File: config.mk
export PLATFORM = sky130hd
export DESIGN_NAME = multicycle_control_unit_flat
export DESIGN_NICKNAME = d
export VERILOG_FILES = /design/src/rtl/multicycle_control_unit_if.sv /design/src/rtl/multicycle_control_unit.sv /design/src/flat_wrapper.sv
export SDC_FILE = /design/constraint.sdc
export NUM_CORES = 1
export LEC_CHECK = 0
export CAP_MARGIN = 20
export CELL_PAD_IN_SITES_DETAIL_PLACEMENT = 1
export CELL_PAD_IN_SITES_GLOBAL_PLACEMENT = 1
export CORE_MARGIN = 4
export CORE_UTILIZATION = 37
export CTS_BUF_LIST = sky130_fd_sc_hd__clkbuf_4
export DETAILED_ROUTE_END_ITERATION = 8
export PLACE_DENSITY = 0.86
export SLEW_MARGIN = 0
export SYNTH_ARGS = -nofsm -noshare
export SYNTH_HDL_FRONTEND = slang
export SYNTH_SLANG_ARGS = --single-unit
File: constraint.sdc
create_clock -name clk -period 4.44 [get_ports clk]
set_clock_uncertainty 0.1 [all_clocks]
set_input_delay 0.888 -clock clk [delete_from_list [all_inputs] [get_ports clk]]
set_output_delay 0.888 -clock clk [all_outputs]
set_load 0.01 [all_outputs]
File: src/rtl/multicycle_control_unit_if.sv
// Control bus between the multi-cycle control FSM and the MIPS datapath.
// master: the control unit (drives enables/selects, sees instruction fields and flags).
// slave: the datapath/memory side.
interface multicycle_control_unit_if;
  logic [5:0] OpCode;
  logic [5:0] Funct;
  logic       zero;
  logic       mem_ready;
  logic       mem_req;
  logic       i_or_d;
  logic       mem_write;
  logic       ir_write;
  logic       pc_write;
  logic       reg_write;
  logic       reg_dst;
  logic       mem_to_reg;
  logic       alu_src_a;
  logic [1:0] alu_src_b;
  logic [2:0] alu_control;
  logic [1:0] pc_src;
  logic       instr_done;
  logic       illegal_op;
  logic       bus_error;

  modport master (
    input  OpCode, Funct, zero, mem_ready,
    output mem_req, i_or_d, mem_write, ir_write, pc_write, reg_write,
           reg_dst, mem_to_reg, alu_src_a, alu_src_b, alu_control, pc_src,
           instr_done, illegal_op, bus_error
  );

  modport slave (
    output OpCode, Funct, zero, mem_ready,
    input  mem_req, i_or_d, mem_write, ir_write, pc_write, reg_write,
           reg_dst, mem_to_reg, alu_src_a, alu_src_b, alu_control, pc_src,
           instr_done, illegal_op, bus_error
  );
endinterface

File: src/rtl/multicycle_control_unit.sv
// Multi-cycle MIPS control FSM: sequences fetch/decode/execute/memory/writeback,
// drives every datapath enable and mux select, handles memory handshake with
// timeout, and flags illegal instructions.
module multicycle_control_unit #(
  parameter int unsigned MEM_TIMEOUT = 16,
  parameter int unsigned TO_W        = 8,
  parameter int unsigned ENABLE_BNE  = 1,
  parameter int unsigned ENABLE_ADDI = 1
) (
  input  logic                       clk,
  input  logic                       rst_n,
  multicycle_control_unit_if.master  bus
);

  localparam logic [5:0] OP_RTYPE = 6'b000000;
  localparam logic [5:0] OP_LW    = 6'b100011;
  localparam logic [5:0] OP_SW    = 6'b101011;
  localparam logic [5:0] OP_BEQ   = 6'b000100;
  localparam logic [5:0] OP_BNE   = 6'b000101;
  localparam logic [5:0] OP_ADDI  = 6'b001000;
  localparam logic [5:0] OP_J     = 6'b000010;

  localparam logic [5:0] FN_ADD = 6'b100000;
  localparam logic [5:0] FN_SUB = 6'b100010;
  localparam logic [5:0] FN_AND = 6'b100100;
  localparam logic [5:0] FN_OR  = 6'b100101;
  localparam logic [5:0] FN_SLT = 6'b101010;

  localparam logic [TO_W-1:0] TO_LAST =
    TO_W'((MEM_TIMEOUT == 0) ? 0 : MEM_TIMEOUT - 1);

  typedef enum logic [3:0] {
    FETCH, DECODE, MEMADR, MEMRD, MEMWB, MEMWR,
    EXEC, ALUWB, BRANCH, ADDIEX, ADDIWB, JUMP
  } state_t;

  state_t          state, state_n;
  logic [TO_W-1:0] cnt;
  logic            wait_state;
  logic            mem_to;
  logic            funct_ok;

  assign wait_state = (state == FETCH) || (state == MEMRD) || (state == MEMWR);
  assign mem_to     = (MEM_TIMEOUT != 0) && wait_state && !bus.mem_ready &&
                      (cnt == TO_LAST);
  assign funct_ok   = (bus.Funct == FN_ADD) || (bus.Funct == FN_SUB) ||
                      (bus.Funct == FN_AND) || (bus.Funct == FN_OR)  ||
                      (bus.Funct == FN_SLT);

  // State register and memory wait counter; counter restarts whenever a state
  // is (re)entered, including FETCH re-entering itself after a timeout.
  always_ff @(posedge clk) begin
    if (!rst_n) begin
      state <= FETCH;
      cnt   <= '0;
    end else begin
      state <= state_n;
      if ((state_n != state) || mem_to)
        cnt <= '0;
      else if (wait_state && !bus.mem_ready)
        cnt <= cnt + TO_W'(1);
    end
  end

  // Next-state logic and output decode; everything held at 0 during reset.
  always_comb begin
    state_n         = state;
    bus.mem_req     = 1'b0;
    bus.i_or_d      = 1'b0;
    bus.mem_write   = 1'b0;
    bus.ir_write    = 1'b0;
    bus.pc_write    = 1'b0;
    bus.reg_write   = 1'b0;
    bus.reg_dst     = 1'b0;
    bus.mem_to_reg  = 1'b0;
    bus.alu_src_a   = 1'b0;
    bus.alu_src_b   = 2'b00;
    bus.alu_control = 3'b000;
    bus.pc_src      = 2'b00;
    bus.instr_done  = 1'b0;
    bus.illegal_op  = 1'b0;
    bus.bus_error   = 1'b0;
    if (rst_n) begin
      case (state)
        FETCH: begin
          bus.mem_req     = 1'b1;
          bus.alu_src_b   = 2'b01;
          bus.alu_control = 3'b010;
          if (bus.mem_ready) begin
            bus.ir_write = 1'b1;
            bus.pc_write = 1'b1;
            state_n      = DECODE;
          end else if (mem_to) begin
            bus.bus_error = 1'b1;
          end
        end
        DECODE: begin
          bus.alu_src_b   = 2'b11;
          bus.alu_control = 3'b010;
          case (bus.OpCode)
            OP_LW, OP_SW: state_n = MEMADR;
            OP_RTYPE:     state_n = funct_ok ? EXEC : FETCH;
            OP_BEQ:       state_n = BRANCH;
            OP_BNE:       state_n = (ENABLE_BNE != 0) ? BRANCH : FETCH;
            OP_ADDI:      state_n = (ENABLE_ADDI != 0) ? ADDIEX : FETCH;
            OP_J:         state_n = JUMP;
            default:      state_n = FETCH;
          endcase
          if (state_n == FETCH) begin
            bus.illegal_op = 1'b1;
            bus.instr_done = 1'b1;
          end
        end
        MEMADR: begin
          bus.alu_src_a   = 1'b1;
          bus.alu_src_b   = 2'b10;
          bus.alu_control = 3'b010;
          state_n         = (bus.OpCode == OP_LW) ? MEMRD : MEMWR;
        end
        MEMRD: begin
          bus.mem_req = 1'b1;
          bus.i_or_d  = 1'b1;
          if (bus.mem_ready) begin
            state_n = MEMWB;
          end else if (mem_to) begin
            bus.bus_error = 1'b1;
            state_n       = FETCH;
          end
        end
        MEMWB: begin
          bus.reg_write  = 1'b1;
          bus.mem_to_reg = 1'b1;
          bus.instr_done = 1'b1;
          state_n        = FETCH;
        end
        MEMWR: begin
          bus.mem_req   = 1'b1;
          bus.i_or_d    = 1'b1;
          bus.mem_write = 1'b1;
          if (bus.mem_ready) begin
            bus.instr_done = 1'b1;
            state_n        = FETCH;
          end else if (mem_to) begin
            bus.bus_error = 1'b1;
            state_n       = FETCH;
          end
        end
        EXEC: begin
          bus.alu_src_a = 1'b1;
          case (bus.Funct)
            FN_SUB:  bus.alu_control = 3'b110;
            FN_AND:  bus.alu_control = 3'b000;
            FN_OR:   bus.alu_control = 3'b001;
            FN_SLT:  bus.alu_control = 3'b111;
            default: bus.alu_control = 3'b010;
          endcase
          state_n = ALUWB;
        end
        ALUWB: begin
          bus.reg_write  = 1'b1;
          bus.reg_dst    = 1'b1;
          bus.instr_done = 1'b1;
          state_n        = FETCH;
        end
        BRANCH: begin
          bus.alu_src_a   = 1'b1;
          bus.alu_control = 3'b110;
          bus.pc_src      = 2'b01;
          bus.pc_write    = (bus.OpCode == OP_BNE) ? !bus.zero : bus.zero;
          bus.instr_done  = 1'b1;
          state_n         = FETCH;
        end
        ADDIEX: begin
          bus.alu_src_a   = 1'b1;
          bus.alu_src_b   = 2'b10;
          bus.alu_control = 3'b010;
          state_n         = ADDIWB;
        end
        ADDIWB: begin
          bus.reg_write  = 1'b1;
          bus.instr_done = 1'b1;
          state_n        = FETCH;
        end
        JUMP: begin
          bus.pc_src     = 2'b10;
          bus.pc_write   = 1'b1;
          bus.instr_done = 1'b1;
          state_n        = FETCH;
        end
        default: state_n = FETCH;
      endcase
    end
  end

endmodule

File: src/flat_wrapper.sv
// flat-port wrapper written by rule: the top's interface ports become plain ports
module multicycle_control_unit_flat 
#(
  parameter int unsigned MEM_TIMEOUT = 16,
  parameter int unsigned TO_W        = 8,
  parameter int unsigned ENABLE_BNE  = 1,
  parameter int unsigned ENABLE_ADDI = 1
)
  (clk, rst_n, bus_OpCode, bus_Funct, bus_zero, bus_mem_ready, bus_mem_req, bus_i_or_d, bus_mem_write, bus_ir_write, bus_pc_write, bus_reg_write, bus_reg_dst, bus_mem_to_reg, bus_alu_src_a, bus_alu_src_b, bus_alu_control, bus_pc_src, bus_instr_done, bus_illegal_op, bus_bus_error);
  multicycle_control_unit_if bus_i ();
  input  logic clk;
  input  logic rst_n;
  input wire logic [$bits(bus_i.OpCode)-1:0] bus_OpCode;
  input wire logic [$bits(bus_i.Funct)-1:0] bus_Funct;
  input wire logic [$bits(bus_i.zero)-1:0] bus_zero;
  input wire logic [$bits(bus_i.mem_ready)-1:0] bus_mem_ready;
  output wire logic [$bits(bus_i.mem_req)-1:0] bus_mem_req;
  output wire logic [$bits(bus_i.i_or_d)-1:0] bus_i_or_d;
  output wire logic [$bits(bus_i.mem_write)-1:0] bus_mem_write;
  output wire logic [$bits(bus_i.ir_write)-1:0] bus_ir_write;
  output wire logic [$bits(bus_i.pc_write)-1:0] bus_pc_write;
  output wire logic [$bits(bus_i.reg_write)-1:0] bus_reg_write;
  output wire logic [$bits(bus_i.reg_dst)-1:0] bus_reg_dst;
  output wire logic [$bits(bus_i.mem_to_reg)-1:0] bus_mem_to_reg;
  output wire logic [$bits(bus_i.alu_src_a)-1:0] bus_alu_src_a;
  output wire logic [$bits(bus_i.alu_src_b)-1:0] bus_alu_src_b;
  output wire logic [$bits(bus_i.alu_control)-1:0] bus_alu_control;
  output wire logic [$bits(bus_i.pc_src)-1:0] bus_pc_src;
  output wire logic [$bits(bus_i.instr_done)-1:0] bus_instr_done;
  output wire logic [$bits(bus_i.illegal_op)-1:0] bus_illegal_op;
  output wire logic [$bits(bus_i.bus_error)-1:0] bus_bus_error;
  assign bus_i.OpCode = bus_OpCode;
  assign bus_i.Funct = bus_Funct;
  assign bus_i.zero = bus_zero;
  assign bus_i.mem_ready = bus_mem_ready;
  assign bus_mem_req = bus_i.mem_req;
  assign bus_i_or_d = bus_i.i_or_d;
  assign bus_mem_write = bus_i.mem_write;
  assign bus_ir_write = bus_i.ir_write;
  assign bus_pc_write = bus_i.pc_write;
  assign bus_reg_write = bus_i.reg_write;
  assign bus_reg_dst = bus_i.reg_dst;
  assign bus_mem_to_reg = bus_i.mem_to_reg;
  assign bus_alu_src_a = bus_i.alu_src_a;
  assign bus_alu_src_b = bus_i.alu_src_b;
  assign bus_alu_control = bus_i.alu_control;
  assign bus_pc_src = bus_i.pc_src;
  assign bus_instr_done = bus_i.instr_done;
  assign bus_illegal_op = bus_i.illegal_op;
  assign bus_bus_error = bus_i.bus_error;
  multicycle_control_unit #(.MEM_TIMEOUT(MEM_TIMEOUT), .TO_W(TO_W), .ENABLE_BNE(ENABLE_BNE), .ENABLE_ADDI(ENABLE_ADDI)) u_core (.clk(clk), .rst_n(rst_n), .bus(bus_i));
endmodule
Yosys cells after proc, flatten, opt, wreduce, memory -nomap -nowiden
Index checks and enable logic that the tools add are counted.
{"block": "totals", "reg_bits": 12, "output_inout_bits": 19, "word_cells": 99}
{"block": "op_classes", "add_sub_neg": 1, "eq_ne": 24, "n_mux": 47, "n_bitwise": 1, "reduce_logical": 24}
{"cell": "6-bit == test (second input constant)", "n": 7}
{"cell": "4-bit 2-to-1 mux", "n": 7}
{"cell": "4-bit one-hot mux with 7 select lines", "n": 1}
{"cell": "1-bit 2-to-1 mux", "n": 27}
{"cell": "4-bit one-hot mux with 5 select lines", "n": 1}
{"cell": "4-bit by 3-bit == test with 1-bit output (second input constant)", "n": 4}
{"cell": "4-bit == test (second input constant)", "n": 4}
{"cell": "6-bit by 3-bit == test with 1-bit output (second input constant)", "n": 2}
{"cell": "3-bit one-hot mux with 4 select lines", "n": 1}
{"cell": "2-bit OR reduction", "n": 5}
{"cell": "3-bit 2-to-1 mux", "n": 3}
{"cell": "3-bit one-hot mux with 3 select lines", "n": 1}
{"cell": "8-bit by 1-bit adder with 8-bit output (second input constant)", "n": 1}
{"cell": "4-bit by 2-bit == test with 1-bit output (second input constant)", "n": 2}
{"cell": "8-bit by 4-bit == test with 1-bit output (second input constant)", "n": 1}
{"cell": "4-bit zero test", "n": 2}
{"cell": "4-bit OR reduction", "n": 2}
{"cell": "1-bit logical OR", "n": 7}
{"cell": "6-bit by 2-bit == test with 1-bit output (second input constant)", "n": 1}
{"cell": "6-bit by 4-bit == test with 1-bit output (second input constant)", "n": 1}
{"cell": "6-bit zero test", "n": 1}
{"cell": "1-bit one-hot mux with 3 select lines", "n": 2}
{"cell": "2-bit one-hot mux with 3 select lines", "n": 1}
{"cell": "3-bit OR reduction", "n": 2}
{"cell": "8 further kinds", "n": 11}

Logic depth before layout (Yosys ltp)
{"block": "depth", "ltp_word": 14, "depth_mapped": 8}

Worst setup path before layout
No wires, ideal clock.
{"block": "synth_timing", "kind": "input-to-output", "startpoint": "in bus_mem_ready", "endpoint": "out bus_bus_error", "arrival_time_ps": 2127, "slack_ps": 1325, "path_stages": 5, "path_cell_list": "buf_1 nor4b_1 a22oi_2 nor3_2 and2_1"}
{"block": "synth_between", "elab_chain_len": 7}
{"item": "from (decl)", "line": "flat_wrapper.sv:16", "source": "input wire logic [$bits(bus_i.mem_ready)-1:0] bus_mem_ready;"}
{"item": "1-bit zero test", "line": "multicycle_control_unit.sv:44", "source": "assign mem_to = (MEM_TIMEOUT != 0) && wait_state && !bus.mem_ready &&"}
{"item": "1-bit logical AND (2 in a row)", "line": "multicycle_control_unit.sv:44"}
{"item": "1-bit 2-to-1 mux", "line": "multicycle_control_unit.sv:93, multicycle_control_unit.sv:125, multicycle_control_unit.sv:143"}
{"item": "1-bit 2-to-1 mux *", "line": "multicycle_control_unit.sv:123", "source": "if (bus.mem_ready) begin"}
{"item": "1-bit 2-to-1 mux *"}
{"item": "1-bit 2-to-1 mux *", "line": "multicycle_control_unit.sv:83", "source": "if (rst_n) begin"}
{"item": "to (decl)", "line": "flat_wrapper.sv:31", "source": "output wire logic [$bits(bus_i.bus_error)-1:0] bus_bus_error;"}
Every way passes the cells marked *; elsewhere a longest branch is shown, timed or not.

Worst setup path in the final report
{"block": "layout_timing", "startpoint": "in bus_OpCode[3]", "endpoint": "out bus_pc_write"}
{"block": "layout_between", "elab_chain_len": 4}
{"item": "from (decl)", "line": "flat_wrapper.sv:13", "source": "input wire logic [$bits(bus_i.OpCode)-1:0] bus_OpCode;"}
{"item": "6-bit by 3-bit == test with 1-bit output", "line": "multicycle_control_unit.sv:169", "source": "bus.pc_write = (bus.OpCode == OP_BNE) ? !bus.zero : bus.zero;"}
{"item": "1-bit 2-to-1 mux", "line": "multicycle_control_unit.sv:169"}
{"item": "1-bit one-hot mux with 3 select lines", "line": "multicycle_control_unit.sv:84", "source": "case (state)"}
{"item": "1-bit 2-to-1 mux", "line": "multicycle_control_unit.sv:83"}
{"item": "to (decl)", "line": "flat_wrapper.sv:21", "source": "output wire logic [$bits(bus_i.pc_write)-1:0] bus_pc_write;"}
No other way between the ends.

==> results.txt <==
----------------------------------------------------
[Yosys]
  Summed instance area of the synthesized netlist ... roughly 0.0012 mm^2
  Synth unique cells ... 50
  Yosys warning count ... 0
  Synthesized netlist cell count ... 172
  Most used flip-flop cell after synthesis ... dfxtp_1
  Net Count, Synth ... between 150 and 200
  Seq cells post-synth ... 12
  Mean instance size in the synthesized netlist ... between 7 and 8 um^2
  Seq/Total Area, Yosys ... 19.9%
  Async S/R FF share, synth ... 0%
  EDFF count, synth ... 0

[Setup path]
  CP delay by family, top ... buffers and inverters
  Crit path launch type ... primary input
  Count of cell instances traversed by the critical path ... 7
  CP Max Fanout ... 6
  Number of buffers and inverters on the critical path ... 2
  Element type at the critical path end ... output pin
  Cell occurring most often along the worst timing path ... clkdlybuf4s50_1
  Critical-path cell with the highest stage delay ... clkdlybuf4s50_1
  Required @ worst endpoint ... between 3 and 4 ns
  Type of the worst setup path ... primary input to output pin
  Reg2reg path depth ... 6
  Arrival time of the worst setup path ... between 3 and 4 ns
  Slowest stage delay, CP ... around 0.55 ns
  Series of cell instances along the critical path ... clkdlybuf4s50_1 -> nor4_1 -> nand3_1 -> xor2_1 -> a2111o_1 -> a21oi_1 -> clkdlybuf4s50_1

[STA]
  Remaining max-slew budget at the tightest pin ... roughly 36%
  Final cycle utilization of the critical path ... a little over nine tenths
  Worst-Margin Slew ... about 0.95 ns
  Post-Route Setup TNS ... 0 ns
  Max-slew violation count ... 0
  FMAX ... 238 MHz
  Endpoints failing hold ... 0
  Final setup violating endpoints ... 0
  RSZ-0062 raised after global routing ... no
  Shortest clock period the worst path allows after layout ... about 4.2 ns
  Worst hold margin ... ~0.44 ns

[Floorplan]
  Core footprint ... 0.00310 mm^2
  Die Y-Extent ... around 65 um
  Initial standard-cell utilization of the core ... approximately 39%
  Standard-cell row count ... 20
  Die Area ... 0.00425 mm^2
  Die extent in x ... between 60 and 70 um
  Number of top-level design ports ... 35

[CTS]
  Total clock buffers created by CTS ... 3
  H-tree depth ... 1
  Maximum root-to-sink buffer count ... 2
  TritonCTS clock tree ... built
  Clock insertion delay at the later pin of the skew report ... 0.27 ns
  CTS-repair resized insts ... 0
  Hold-fix buffers at CTS ... 0
  Cell at the root of the clock tree ... clkbuf_4
  Clock slew seen by the registers of the worst setup and hold paths ... around 0.07 ns
  CTS sink cnt ... 12
  Number of post-CTS setup repair buffers ... 0

[Pwr]
  Leak pwr ... about 0.57 nW
  Worst ir drop on vdd ... 0.000128 V
  Power per cell area ... 161 mW/mm^2

[Detailed routing]
  Initial DRT Pass Iterations ... 4
  Total via count after detailed routing ... 1,352
  Vias/cell ... between 5 and 6
  Final Routed Wirelength ... 3.82 mm
  DR WL/cell ... roughly 15 um
  DRC violation count after routing ... 0
  Detailed Route Iter0 Violations ... 63
  Antenna-violating nets left ... 0

[Outcome]
  Run status ... finished, final reports clean

[Global route]
  Largest net degree at the start of global routing ... 25
  GR Util All Layers ... between 10% and 20%
  Wire length of the first global-routing pass ... roughly 6.6 mm
  Vias in the first global route ... ~1.4k
  Number of antenna violations at the first check in global routing ... 0
  GR Overflow Total ... 0

[Cells and area]
  Layout area overhead ... 33.2%
  Final net count ... 222
  Number of fillers in the final layout ... about 420
  Antenna cells ... 0
  Layout cell share with drive strength beyond 1 ... a little under 8%

[Placed design]
  DPL Wire Length ... 3.02 mm
  Number of port buffers ... 34
  Gpl congestion ... roughly 0.87

[Run]
  MaxCap Viol Count ... 0

[Hold path]
  Worst min-delay path category ... register to register
  Worst hold path cell count ... 3

----------------------------------------------------
-- cell type report --
cell class	count	area, um^2	share of cell area, %
sequential	12	240	14.9
tap	44	55.1	3.42
clock inverter	1	3.75	0.233
multi-input combinational	145	901	55.9
clock buffer	3	22.5	1.40
inverter	5	18.8	1.16
timing repair buffer	38	370	23.0
-- final timing paths --
check	slack (ns)	end	from
worst max-delay path	0.24	bus_pc_write	bus_OpCode[3]
worst min-delay path	0.44	u_core.cnt[7]	u_core.cnt[7]
worst max register to register	1.74	u_core.cnt[1]	u_core.state[0]
worst min register to register	0.44	u_core.cnt[7]	u_core.cnt[7]
-- per-stage QoR --
step	area (um^2)	utilization [%]	setup WS (ns)	total power [mW]	cells
CTS	1610	51.9	0.248	0.261	248
floorplan	1210	-	1.33	0.155	172
detailed placement	1590	51.1	0.258	0.192	244
global route	1610	51.9	0.0917	0.278	248
finish	1610	51.9	0.240	0.259	248
global placement	1590	51.1	0.272	0.189	244
-- worst reg2reg max path, cell delays in order (launching register included) --
cell and delay, ns:
dfxtp_1 0.77, or4b_4 0.56, or3_1 0.36, o32a_1 0.23
o22ai_4 0.20, o221ai_4 0.20, nor3b_2 0.21
-- cells in the final DEF (no fill, tap or decap), types with 6 or more instances in the layout --
cell type,instances
a21oi_1,10
nand2_1,19
dfxtp_1,12
clkdlybuf4s50_1,34
nor2_1,29
o21ai_0,6
xor2_1,8
nor2b_1,6
nor3_1,12
-- synthesized netlist by cell type, drive strengths merged, types with 2 or more instances --
library cell | number | area, um^2
nand2b | 5 | 31.3
or3b | 2 | 17.5
o221ai | 2 | 35.0
a22oi | 3 | 27.5
o22ai | 2 | 26.3
inv | 5 | 18.8
nor2b | 6 | 37.5
nor2 | 29 | 109
nand2 | 19 | 71.3
xor2 | 8 | 70.1
dfxtp | 12 | 240
nor3b | 3 | 27.5
nor4 | 4 | 25.0
xnor2 | 3 | 33.8
clkbuf | 5 | 18.8
nand3 | 4 | 20.0
o21a | 2 | 15.0
buf | 5 | 31.3
o21ai | 6 | 30.0
and2 | 3 | 18.8
nor3 | 13 | 70.1
a21oi | 10 | 50.1
nor4b | 3 | 26.3
o2111ai | 2 | 17.5
-- state kept, by name, summed over array words and instances (netlist names) --
register,cells
u_core.cnt,8
u_core.state,4
-- power breakdown --
part           switching, mW  internal (mW)
Combinational         0.0374         0.0387
Clock                 0.0365         0.0325
Sequential           0.00504          0.109
-- logic make-up (layout without fill, tap and decap cells) --
logic type | count (synthesis) | in the layout | synth area share, %
buf+inv | 15 | 47 | 5.69
compound gates | 35 | 35 | 22.1
simple gates | 97 | 97 | 41.9
flops | 12 | 12 | 19.9
mux | 1 | 1 | 0.827
xor+xnor | 11 | 11 | 8.58
fa+ha+maj | 1 | 1 | 1.03
-- routing by layer --
layer  track usage (%)  routed length [um]  up-vias  part of all wire, %
met5                 0                   0        -                    0
met3              2.74                  99        4                  2.6
met4              2.33                  12        0                 0.31
met2              31.6                1770       32                   46
li1                  -                   -      671                    -
met1              27.7                1940      645                   51
No activity file was read; power rests on OpenSTA's default activity.
